[config.mk]
export PLATFORM = sky130hd
export DESIGN_NAME = mips32_loader
export DESIGN_NICKNAME = d
export VERILOG_FILES = /design/src/rtl/mips32_loader.sv
export SDC_FILE = /design/constraint.sdc
export NUM_CORES = 1
export LEC_CHECK = 0
export ABC_AREA = 1
export ABC_CLOCK_PERIOD_IN_PS = 2110
export CAP_MARGIN = 15
export CORE_MARGIN = 2
export CORE_UTILIZATION = 45
export CTS_BUF_LIST = sky130_fd_sc_hd__clkbuf_16
export DETAILED_ROUTE_END_ITERATION = 10
export GPL_TIMING_DRIVEN = 0
export PLACE_DENSITY = 0.86
export RECOVER_POWER = 50
export SLEW_MARGIN = 0
export SYNTH_ARGS = -nofsm -noshare
export SYNTH_HDL_FRONTEND = slang
export SYNTH_SLANG_ARGS = --single-unit
[constraint.sdc]
create_clock -name clk1 -period 2.11 [get_ports clk1]
set_input_delay 0.211 -clock clk1 [delete_from_list [all_inputs] [get_ports clk1]]
set_output_delay 0.211 -clock clk1 [all_outputs]
set_load 0.05 [all_outputs]
[src/rtl/mips32_loader.sv]
// Host-side loader for a MIPS32 core: streams words into CPU memory, starts the
// core and waits for halt with a timeout, then streams memory words back out.
module mips32_loader #(
  parameter int ADDR_W      = 10,
  parameter int DATA_W      = 32,
  parameter int RUN_TIMEOUT = 1000
) (
  input  logic              clk1,
  input  logic              rst_n,
  input  logic              cmd_valid,
  output logic              cmd_ready,
  input  logic [1:0]        cmd_op,
  input  logic [ADDR_W-1:0] cmd_addr,
  input  logic [ADDR_W-1:0] cmd_len,
  input  logic              wr_valid,
  output logic              wr_ready,
  input  logic [DATA_W-1:0] wr_data,
  output logic              rd_valid,
  input  logic              rd_ready,
  output logic [DATA_W-1:0] rd_data,
  output logic              mem_we,
  output logic              mem_re,
  output logic [ADDR_W-1:0] mem_addr,
  output logic [DATA_W-1:0] mem_wdata,
  input  logic [DATA_W-1:0] mem_rdata,
  output logic              cpu_start,
  input  logic              cpu_halted,
  output logic              busy,
  output logic              done,
  output logic              err
);

  localparam int TW = (RUN_TIMEOUT > 1) ? $clog2(RUN_TIMEOUT + 1) : 1;
  localparam logic [TW-1:0]     TO_LAST = TW'(RUN_TIMEOUT - 1);
  localparam logic [TW-1:0]     T_ONE   = TW'(1);
  localparam logic [ADDR_W-1:0] A_ONE   = ADDR_W'(1);
  localparam logic [ADDR_W-1:0] A_ZERO  = '0;

  typedef enum logic [2:0] {
    S_IDLE, S_LOAD, S_RUN_START, S_RUN_WAIT, S_DUMP_RD, S_DUMP_WAIT, S_DUMP_OUT
  } state_t;

  state_t            r_state;
  logic [ADDR_W-1:0] r_addr;
  logic [ADDR_W-1:0] r_remaining;
  logic [TW-1:0]     r_timeout;
  logic [DATA_W-1:0] r_rd_data;
  logic              r_done;
  logic              r_err;
  logic              r_cpu_start;
  logic              w_last;

  assign w_last = (r_remaining == A_ONE);

  // Handshake strobes decode straight from the state register.
  assign cmd_ready = (r_state == S_IDLE);
  assign busy      = (r_state != S_IDLE);
  assign wr_ready  = (r_state == S_LOAD);
  assign rd_valid  = (r_state == S_DUMP_OUT);
  assign mem_re    = (r_state == S_DUMP_RD);
  assign mem_we    = (r_state == S_LOAD) && wr_valid;
  assign mem_addr  = r_addr;
  assign mem_wdata = (r_state == S_LOAD) ? wr_data : '0;
  assign rd_data   = r_rd_data;
  assign cpu_start = r_cpu_start;
  assign done      = r_done;
  assign err       = r_err;

  always_ff @(posedge clk1) begin
    if (!rst_n) begin
      r_state     <= S_IDLE;
      r_addr      <= '0;
      r_remaining <= '0;
      r_timeout   <= '0;
      r_rd_data   <= '0;
      r_done      <= 1'b0;
      r_err       <= 1'b0;
      r_cpu_start <= 1'b0;
    end else begin
      r_done      <= 1'b0;
      r_err       <= 1'b0;
      r_cpu_start <= 1'b0;
      case (r_state)
        S_IDLE: begin
          if (cmd_valid) begin
            r_addr      <= cmd_addr;
            r_remaining <= cmd_len;
            case (cmd_op)
              2'b00: if (cmd_len == A_ZERO) r_done <= 1'b1; else r_state <= S_LOAD;
              2'b01: begin
                r_state     <= S_RUN_START;
                r_cpu_start <= 1'b1;
              end
              2'b10: if (cmd_len == A_ZERO) r_done <= 1'b1; else r_state <= S_DUMP_RD;
              default: r_err <= 1'b1;
            endcase
          end
        end
        S_LOAD: begin
          if (wr_valid) begin
            r_addr      <= r_addr + A_ONE;
            r_remaining <= r_remaining - A_ONE;
            if (w_last) begin
              r_state <= S_IDLE;
              r_done  <= 1'b1;
            end
          end
        end
        // cpu_start is high during this state; the core drops any stale halt here.
        S_RUN_START: begin
          r_state   <= S_RUN_WAIT;
          r_timeout <= '0;
        end
        S_RUN_WAIT: begin
          if (cpu_halted) begin
            r_state <= S_IDLE;
            r_done  <= 1'b1;
          end else if (r_timeout == TO_LAST) begin
            r_state <= S_IDLE;
            r_err   <= 1'b1;
          end else begin
            r_timeout <= r_timeout + T_ONE;
          end
        end
        S_DUMP_RD:   r_state <= S_DUMP_WAIT;
        S_DUMP_WAIT: begin
          r_rd_data <= mem_rdata;
          r_state   <= S_DUMP_OUT;
        end
        S_DUMP_OUT: begin
          if (rd_ready) begin
            r_addr      <= r_addr + A_ONE;
            r_remaining <= r_remaining - A_ONE;
            if (w_last) begin
              r_state <= S_IDLE;
              r_done  <= 1'b1;
            end else begin
              r_state <= S_DUMP_RD;
            end
          end
        end
        default: r_state <= S_IDLE;
      endcase
    end
  end

endmodule

==> summary.txt, run 1 <==
Yosys
  – Synth async-reset ratio: 0
  – Syn Area/Cell: 6.33 um^2
  – Synth Cell Area: 3860 um^2
  – Synth unique cells: 32
  – Seq/Total Area, Yosys: 0.353
  – Synth warn: 0
  – Number of cells produced by synthesis: 610
  – Register bit total from synthesis: 68
  – Synth Flop Type: dfxtp_1
  – Post-synth EDFFs: 0
  – Synth Net Count: 711

Die
  – Site row count: 33
  – Die Area: 9330 um^2
  – Die height: 96.6 um
  – Die Wd: 96.6 um
  – Top Ports: 175
  – Area of the core: 8260 um^2
  – Initial Util: 0.467

Cells and area
  – Post-Layout Cell Count: 904
  – Sequential cell area: 1360 um^2
  – Ant diodes: 0
  – Multi-input logic area: 1920 um^2
  – Area grow syn2layout: 52.6%
  – Final net count: 895
  – Share of layout cells above drive strength 1: 0.0889
  – Fin area: 5890 um^2
  – Fillers: 708

Worst setup path
  – CP Data Required Time: 1.90 ns
  – Crit-path cells: buf_4 > inv_1 > nand2_1 > nor2_2 > dlygate4sd2_1
  – FF-to-FF End: r_timeout[7]$_SDFFE_PN0P_
  – Capture point of the critical path: cmd_ready
  – Crit Path Class: reg2out
  – Reg2reg path depth: 9
  – CP startpoint kind: flop
  – Reg2Reg Setup Slack: 0.21 ns
  – CP Max Fanout: 9
  – CP Capture Type: output port
  – R2r startpoint: r_timeout[1]$_SDFFE_PN0P_
  – CP max stage delay: 0.57 ns
  – Slowest-stage cell, CP: dlygate4sd2_1
  – Worst setup startpoint: r_state[1]$_SDFFE_PN0P_
  – WP data arrival: 1.83 ns

STA
  – Final Hold Vio Count: 0
  – Worst Skew: 0.00679 ns
  – TNS Setup: 0 ns
  – Crit share post-route: 0.967
  – Worst Tran Pin Value: 0.601 ns
  – Maximum clock frequency: 490 MHz
  – Relative slew margins: 0.599
  – Pins Over Slew Limit: 0
  – Final setup fails: 0
  – RSZ-0062 raised after global routing: true
  – Post-route minimum period: 2.04 ns
  – Hold WS: 0.379 ns

Drt
  – 1st-iter DRT viols: 271
  – Total Wirelength: 12.5 mm
  – Via count: 4517
  – Post-detailed-route count of antenna-violating nets: 0
  – Post-DR wirelength/cell: 13.8 um
  – Via/cell ratio: 5.00
  – Drt first pass iters: 5
  – Residual DRC: 0

Clocking
  – Hold buffers post-CTS: 0
  – CTS root buf: clkbuf_16
  – CTS max path bufs: 2
  – Clk slew on worst S/H paths: 0.06 ns
  – CTS tree: built
  – H-Tree Depth: 3
  – Clk_lat worst skew: 0.33 ns
  – CTS buffer count: 9
  – # clock sinks: 68

Placed design
  – Placed cell area: 5720 um^2
  – RePlAce Congestion: 0.936
  – Post-DP HPWL: 9.54 mm
  – Number of buffers added on ports: 173
  – Dpl cells: 888

Power
  – P_leak: 2.73 nW
  – Total Power: 6.53 mW
  – Power per cell area: 1110 nW/um^2
  – Worst VDD drop: 1.06 mV

GRT
  – Pin count of the biggest net entering global routing: 14
  – First-pass GRT wire length: 20.6 mm
  – Vias in the first global route: 4434
  – All-Layer GR Usage: 0.265
  – Residual overflow from global routing: 0
  – Antenna violations before repair: 0

Hold path
  – Hold Path Depth: 3
  – Hold Crit Class: in2reg

Status
  – Outcome: finished, final reports clean

Run
  – Max Cap Violations: 0
cell families (layout without fill, tap and decap cells):
kind of cell | after synthesis | in the layout | synth area share
compound gates | 137 | 137 | 0.188
xor+xnor | 5 | 5 | 0.0114
fa+ha+maj | 9 | 9 | 0.0292
simple gates | 249 | 249 | 0.270
flops | 68 | 68 | 0.353
buf+inv | 142 | 331 | 0.149
how the worst min path moves through the flow:
stage,start,end,slack [ns]
6_report,rst_n,cpu_start$_SDFF_PN0_,0.38
5_1_grt,rst_n,cpu_start$_SDFF_PN0_,0.43
4_1_cts,rst_n,cpu_start$_SDFF_PN0_,0.38
3_5_place_dp,rd_data[28]$_SDFFE_PN0P_,rd_data[28]$_SDFFE_PN0P_,0.44
3_3_place_gp,rd_data[8]$_SDFFE_PN0P_,rd_data[8]$_SDFFE_PN0P_,0.43
2_1_floorplan,cmd_valid,cpu_start$_SDFF_PN0_,0.35
layout make-up:
type                       instances  area share
buffer                            27      0.0232
clock buffer                       9      0.0382
clock inverter                     7      0.0127
inverter                         115      0.0733
multi-input combinational        400       0.326
sequential                        68       0.231
tap                              105      0.0223
timing repair buffer             173       0.273
critical path: cells and delay by family, from the launching register on:
kind / cells / cell delay (ns)
buffers and inverters: 3 / 0.81
DFF: 1 / 0.29
and+or+nand+nor: 2 / 0.38
power by group:
part           internal, mW  switching [mW]  total (mW)
clock                 0.918           0.592        1.51
combinational          1.05            2.29        3.34
sequential             1.49           0.188        1.68
placed cells by master (no fill, tap or decap), types with 17 or more instances in the layout:
master           netlist  final
dlygate4sd3_1          0     35
buf_2                  5     23
clkbuf_1              16     17
o21ai_0               50     50
nor2_1                96     96
inv_1                109    110
nand2_1              100    101
clkdlybuf4s50_1        0    100
dfxtp_1               68     68
nand3_1               28     28
a21oi_1               62     62
synth_stat cells (6+ instances only):
master	n	area, um^2
a21oi_1	62	310
inv_2	6	22.5
inv_1	109	409
nand3_1	28	140
o21ai_1	14	70.1
o21ai_0	50	250
nand2_2	6	37.5
nor2_1	96	360
clkbuf_1	16	60.1
nand2_1	100	375
dfxtp_1	68	1360
ha_1	9	113
stage by stage:
stage | setup slack [ns] | util
final | 0.0689 | 0.713
after detailed placement | -0.114 | 0.693
after global routing | -0.0121 | 0.713
after CTS | 0.000101 | 0.725
after global placement | -0.0896 | 0.693
after floorplan | 0.326 | -
what timing repair did:
item                       in CTS  in global routing
hold endpoints to repair        0                  0
gates resized for setup       119                 51
setup endpoints to repair      36                 32
pin swaps                       0                  0
buffers inserted                0                  0
flip-flops by register name (all words and copies together), names as in the netlist:
register     flops
r_remaining     10
r_state          3
cpu_start        1
r_timeout       10
err              1
rd_data         32
mem_addr        10
done             1
per-layer routing:
metal | wire (um) | GRT usage
met5 | 0 | 0
met4 | 294 | 0.0975
met3 | 991 | 0.0650
met2 | 6280 | 0.480
met1 | 4930 | 0.300
No activity file was read; power rests on OpenSTA's default activity.
==> run 2: changes to the inputs <==
TNS_END_PERCENT = 5   (was unset)
==> run 2 against run 1 <==
Against the previous run: the run now ends with negative setup slack left; worst setup slack lost 0.11 ns; wire length is essentially flat; cell area is essentially flat; global-route usage is the same; fmax shrank 4.9%; non-clock buffer count is the same; clock skew is essentially flat; utilization is essentially flat; critical path type unchanged.
==> summary.txt, run 2 (same netlist as run 1, synthesis figures left out) <==
Status
  – Outcome: complete, but fails checks
  – Violated checks: negative setup slack

Die
  – Initial Util: 0.467
  – Die Area: 9330 um^2
  – Site row count: 33
  – Area of the core: 8260 um^2
  – Top Ports: 175
  – Die height: 96.6 um
  – Die Wd: 96.6 um

STA
  – Crit share post-route: 1.02
  – Relative slew margins: 0.603
  – Worst Tran Pin Value: 0.596 ns
  – Final setup fails: 1
  – Pins Over Slew Limit: 0
  – RSZ-0062 raised after global routing: true
  – Final Hold Vio Count: 0
  – Maximum clock frequency: 466 MHz
  – Post-route minimum period: 2.15 ns
  – Final Worst Setup Slack: -0.0364 ns
  – TNS Setup: -0.0364 ns
  – Worst Skew: 0.00666 ns

Cells and area
  – Share of layout cells above drive strength 1: 0.0876
  – Fin area: 5890 um^2
  – Ant diodes: 0
  – Final design utilization: 0.713
  – Final net count: 895
  – Max reg flops: 32
  – Most frequent cells in the layout: inv_1 (110), nand2_1 (101), clkdlybuf4s50_1 (101)
  – Area grow syn2layout: 52.7%
  – Commonest non-fill, non-tap cell in the layout: inv_1
  – Fillers: 708

GRT
  – Met2 Use GR: 0.480
  – All-Layer GR Usage: 0.265
  – Met3 Use GR: 0.0650
  – Pin count of the biggest net entering global routing: 14
  – GR Util met1: 0.300
  – Antenna violations before repair: 0
  – GR peak layer: met2
  – First-pass GRT wire length: 20.6 mm
  – Vias in the first global route: 4434
  – Residual overflow from global routing: 0

Drt
  – Residual DRC: 0
  – 1st-iter DRT viols: 264
  – Post-detailed-route count of antenna-violating nets: 0
  – Drt first pass iters: 6
  – Via/cell ratio: 5.03
  – Via count: 4544
  – Post-DR wirelength/cell: 13.8 um
  – Total Wirelength: 12.5 mm

Hold path
  – Worst hold path endpoint: cpu_start$_SDFF_PN0_
  – HP Start: rst_n
  – Hold Path Depth: 3
  – Hold Crit Class: in2reg

Worst setup path
  – Crit Path Class: reg2out
  – Slowest-stage cell, CP: dlygate4sd2_1
  – Reg2Reg Setup Slack: 0.22 ns
  – Reg2reg path depth: 9
  – CP startpoint kind: flop
  – Crit-path cells: buf_4 > inv_1 > nand2_1 > nor2_1 > dlygate4sd2_1
  – FF-to-FF End: r_timeout[7]$_SDFFE_PN0P_
  – CP Max Fanout: 9
  – CP max stage delay: 0.59 ns
  – CP Data Required Time: 1.90 ns
  – R2r startpoint: r_timeout[1]$_SDFFE_PN0P_
  – WP data arrival: 1.94 ns
  – CP Capture Type: output port

Power
  – Comb power frac: 0.511
  – Switching Power: 3.07 mW
  – Sequential cell fraction of total power: 0.258
  – Clock power share: 0.231
  – Worst VDD drop: 1.06 mV
  – Sw frac: 0.470
  – P_leak: 2.72 nW
  – Internal power: 3.46 mW
  – Power per cell area: 1110 nW/um^2

Clocking
  – Clk slew on worst S/H paths: 0.06 ns
  – H-Tree Depth: 3
  – # clock sinks: 68
  – CTS root buf: clkbuf_16
  – Clk_lat worst skew: 0.33 ns
  – CTS max path bufs: 2
  – CTS tree: built
  – CTS buffer count: 9
  – Post-CTS Setup Inserts: 0

Placed design
  – Placed cell area: 5720 um^2
  – Post-DP HPWL: 9.54 mm
  – Number of buffers added on ports: 173
  – RePlAce Congestion: 0.936

Run
  – Max Cap Violations: 0
## run 2: worst max path at each step
stage | startpoint | endpoint | slack, ns | depth (start not counted)
after floorplan | r_state[1]$_SDFFE_PN0P_ | mem_wdata[10] | 0.33 | 5
after global placement | r_state[1]$_SDFFE_PN0P_ | mem_wdata[21] | -0.09 | 6
after detailed placement | r_state[1]$_SDFFE_PN0P_ | mem_wdata[10] | -0.11 | 6
after CTS | r_state[1]$_SDFFE_PN0P_ | mem_wdata[14] | 0.0001 | 6
after global routing | r_state[1]$_SDFFE_PN0P_ | mem_wdata[27] | -0.1 | 6
final | r_state[1]$_SDFFE_PN0P_ | cmd_ready | -0.04 | 5
## run 2: routing by layer
metal	part of all wire	wire length (um)
met4	0.024	299
met1	0.38	4800
met5	0	0
met2	0.51	6320
met3	0.086	1070
## run 2: worst max-delay path: cells and delay by family, from the launching register on
family                 cells  cell delay (ns)
buffers and inverters      3             0.83
flip-flops                 1             0.29
AND/OR/NAND/NOR            2             0.48
## run 2: power by group through the flow
stage	sequential [mW]	combinational, mW	clock [mW]
final	1.68	3.34	1.51
after global routing	1.71	3.61	1.58
after CTS	1.68	3.37	1.53
after detailed placement	1.70	3.43	0
after global placement	1.69	3.35	0
after floorplan	2.04	1.98	0
## run 2: final cells by class
class	count	area [um^2]	share of cell area
well taps	105	131	0.0223
plain buffers	27	136	0.0231
clock inverters	7	75.1	0.0127
repair buffers	173	1610	0.274
inverters	115	432	0.0733
multi-input cells	400	1920	0.326
clock buffers	9	225	0.0382
flip-flops and latches	68	1360	0.231
## run 2: what timing repair did
| item | 4_1_cts | 5_1_grt |
|---|---|---|
| hold buffers | 0 | 0 |
| resized for setup | 119 | 50 |
| endpoints found under the setup margin | 36 | 32 |
## run 2: through the flow
step | setup WS (ns) | cells | power, mW | hold slack, ns
floorplan | 0.326 | 610 | 4.03 | 0.352
finish | -0.0364 | 904 | 6.53 | 0.383
global route | -0.0972 | 904 | 6.90 | 0.428
detailed placement | -0.114 | 888 | 5.13 | 0.436
global placement | -0.0896 | 888 | 5.04 | 0.430
CTS | 0.000101 | 904 | 6.58 | 0.382
==> run 3: changes to the inputs <==
ABC_AREA = unset   (was 1)
ABC_CLOCK_PERIOD_IN_PS = 1900   (was 2110)
CORE_UTILIZATION = 37   (was 45)
PLACE_DENSITY = 0.78   (was 0.86)
SKIP_LAST_GASP = 1   (was unset)
clock period = 1.9 ns   (was 2.11 ns; I/O delays follow)
==> run 3 against run 2 <==
Against the previous run: the run still ends with negative setup slack left; cell area shrank 0.25%; non-clock buffer count grew 11; flip-flop and latch count is the same; critical endpoint is now r_state[2]$_SDFFE_PN0P_; critical path depth grew 1; final cell count shrank 12%; worst setup slack lost 0.096 ns; wire length shrank 2.2%; via count shrank 8.3%; power grew 24%; worst hold slack gained 0.023 ns; largest cell class unchanged; clock skew grew 0.0022 ns; die area grew 11%; critical path type is now reg2reg.
==> summary.txt, run 3 <==
Power
  – Total Power: 8.09 mW
  – P_leak: 2.24 nW
  – Power per cell area: 1380 nW/um^2
  – Worst VDD drop: 0.811 mV

Cells and area
  – Most frequent cells in the layout: clkdlybuf4s50_1 (136), nand2_1 (92), dfxtp_1 (65)
  – Sequential cell area: 1370 um^2
  – Final net count: 764
  – Final design utilization: 0.636
  – Ant diodes: 0
  – Max reg flops: 32
  – Area grow syn2layout: 66.5%
  – Commonest non-fill, non-tap cell in the layout: clkdlybuf4s50_1
  – Fillers: 813
  – Post-Layout Cell Count: 797
  – Fin area: 5880 um^2
  – Share of layout cells above drive strength 1: 0.144
  – Multi-input logic area: 2060 um^2

Worst setup path
  – WP buf/inv: 1
  – Crit Path Class: reg2reg
  – Slowest-stage cell, CP: or4_1
  – Cell family with most CP delay: simple AND/OR/NAND/NOR gates
  – CP Max Fanout: 5
  – Crit-path cells: nor3_1 > and4_1 > o21ai_0 > or4_1 > buf_2 > mux2i_1
  – CP startpoint kind: flop
  – CP max stage delay: 0.48 ns
  – CP Capture Type: flop
  – WP data arrival: 2.25 ns
  – CP Data Required Time: 2.11 ns

Status
  – Violated checks: negative setup slack
  – Outcome: complete, but fails checks

STA
  – Post-route minimum period: 2.03 ns
  – Maximum clock frequency: 492 MHz
  – Pins Over Slew Limit: 0
  – Crit share post-route: 1.07
  – Worst Tran Pin Value: 0.612 ns
  – Final Hold Vio Count: 0
  – RSZ-0062 raised after global routing: true
  – Relative slew margins: 0.592
  – Final setup fails: 46
  – Worst Skew: 0.00886 ns
  – Final Worst Setup Slack: -0.132 ns

Yosys
  – Synth warn: 0
  – Post-synth EDFFs: 0
  – Synth Cell Area: 3530 um^2
  – Most numerous cell in the Yosys netlist: nand2_1
  – Register bit total from synthesis: 68
  – Syn Area/Cell: 7.53 um^2
  – Number of cells produced by synthesis: 469
  – Synth top cells by count: nand2_1 (92), dfxtp_1 (68), a21oi_1 (48)
  – Synth Flop Type: dfxtp_1
  – Synth unique cells: 52
  – Synth Net Count: 570
  – Synth top area cells: dfxtp_1 (39%), nand2_1 (9.8%), a21oi_1 (6.8%), and2_1 (5.8%), nor2_1 (3.9%)
  – Synth async-reset ratio: 0
  – Post-synth top area cell: dfxtp_1
  – Seq/Total Area, Yosys: 0.386
  – Yosys top cell area share: 0.386

Die
  – Area of the core: 9240 um^2
  – Die Area: 10300 um^2
  – Top Ports: 175
  – Die height: 102 um
  – Die Wd: 102 um
  – Site row count: 35
  – Initial Util: 0.382

Clocking
  – CTS tree: built
  – Clk_lat worst skew: 0.34 ns
  – H-Tree Depth: 3
  – # clock sinks: 68
  – CTS buffer count: 9
  – Clk slew on worst S/H paths: 0.06 ns
  – CTS root buf: clkbuf_16
  – Hold buffers post-CTS: 0
  – CTS max path bufs: 2

Drt
  – Residual DRC: 0
  – Drt first pass iters: 5
  – Post-detailed-route count of antenna-violating nets: 0
  – 1st-iter DRT viols: 234
  – Post-DR wirelength/cell: 15.3 um
  – Via count: 4165
  – Via/cell ratio: 5.23
  – Total Wirelength: 12.2 mm

Placed design
  – RePlAce Congestion: 0.921
  – Placed cell area: 5440 um^2
  – Dpl cells: 772
  – Post-DP HPWL: 9.01 mm
  – Number of buffers added on ports: 174

GRT
  – Antenna violations before repair: 0
  – Pin count of the biggest net entering global routing: 15
  – First-pass GRT wire length: 19.4 mm
  – All-Layer GR Usage: 0.236
  – Vias in the first global route: 4037
  – Residual overflow from global routing: 0

Run
  – Max Cap Violations: 0

Hold path
  – Hold Crit Class: in2reg
## run 3: cell types whose count changed after synthesis, sizes merged, moves of 15 or more
cell   delta
inv     -101
nor2     -62
o21ai    -46
and2     +33
a21oi    -15
nand2    -15
## run 3: stage by stage
step | setup TNS [ns] | setup slack [ns] | hold WS, ns
2_1_floorplan | -3.36 | -0.356 | 0.326
3_3_place_gp | -29.85 | -0.576 | 0.441
3_5_place_dp | -32.64 | -0.615 | 0.448
4_1_cts | -4.51 | -0.183 | 0.401
5_1_grt | -9.32 | -0.198 | 0.414
6_report | -3.00 | -0.132 | 0.406
## run 3: repair_timing
item | CTS | global route
setup endpoints to repair | 97 | 101
buffers inserted | 3 | 3
endpoints found under the hold margin | 0 | 0
pin swaps | 2 | 4
gates resized for setup | 222 | 33
gates cloned | 3 | 0
## run 3: cell type report
type / count / area share
buffer: 29 / 0.0309
timing repair inverter: 1 / 0.00192
clock buffer: 9 / 0.0383
timing repair buffer: 182 / 0.299
multi-input combinational: 358 / 0.350
sequential: 68 / 0.233
tap: 129 / 0.0275
clock inverter: 7 / 0.00979
inverter: 14 / 0.0102
## run 3: metal layers
layer	global-route usage	up-vias	share of wire
li1	-	2012	-
met1	0.299	1958	0.40
met2	0.406	177	0.52
met3	0.0449	18	0.062
met4	0.0665	0	0.013
met5	0	-	0
## run 3: kinds of logic (layout without fill, tap and decap cells)
| group | after synthesis | after routing | synth area share |
|---|---|---|---|
| muxes | 6 | 6 | 0.0174 |
| DFF | 68 | 68 | 0.386 |
| and+or+nand+nor | 223 | 223 | 0.299 |
| AOI/OAI and AO/OA | 113 | 113 | 0.197 |
| adders and majority gates | 9 | 9 | 0.0319 |
| xor gates and xnor gates | 7 | 7 | 0.0174 |
| buffers and inverters | 43 | 242 | 0.0518 |
## run 3: path summary, 6_finish.rpt
| kind | cells after the start | to | start | slack (ns) |
|---|---|---|---|---|
| max | 6 | r_state[2]$_SDFFE_PN0P_ | r_remaining[6]$_SDFFE_PN0P_ | -0.13 |
| max reg2reg | 6 | r_state[2]$_SDFFE_PN0P_ | r_remaining[6]$_SDFFE_PN0P_ | -0.13 |
| min reg2reg | 2 | rd_data[24]$_SDFFE_PN0P_ | rd_data[24]$_SDFFE_PN0P_ | 0.45 |
| min | 3 | rd_data[0]$_SDFFE_PN0P_ | mem_rdata[0] | 0.41 |
## run 3: tightest hold or removal path, stage by stage
cell	delay, ns
clkdlybuf4s50_1	0.40
nand2_1	0.06
a21oi_1	0.05
## run 3: where the power goes
group	leakage (nW)	switching, mW	internal, mW	total [mW]
clock network	0.129	0.696	0.901	1.60
registers	0.553	0.263	1.66	1.92
logic	1.55	2.86	1.71	4.57
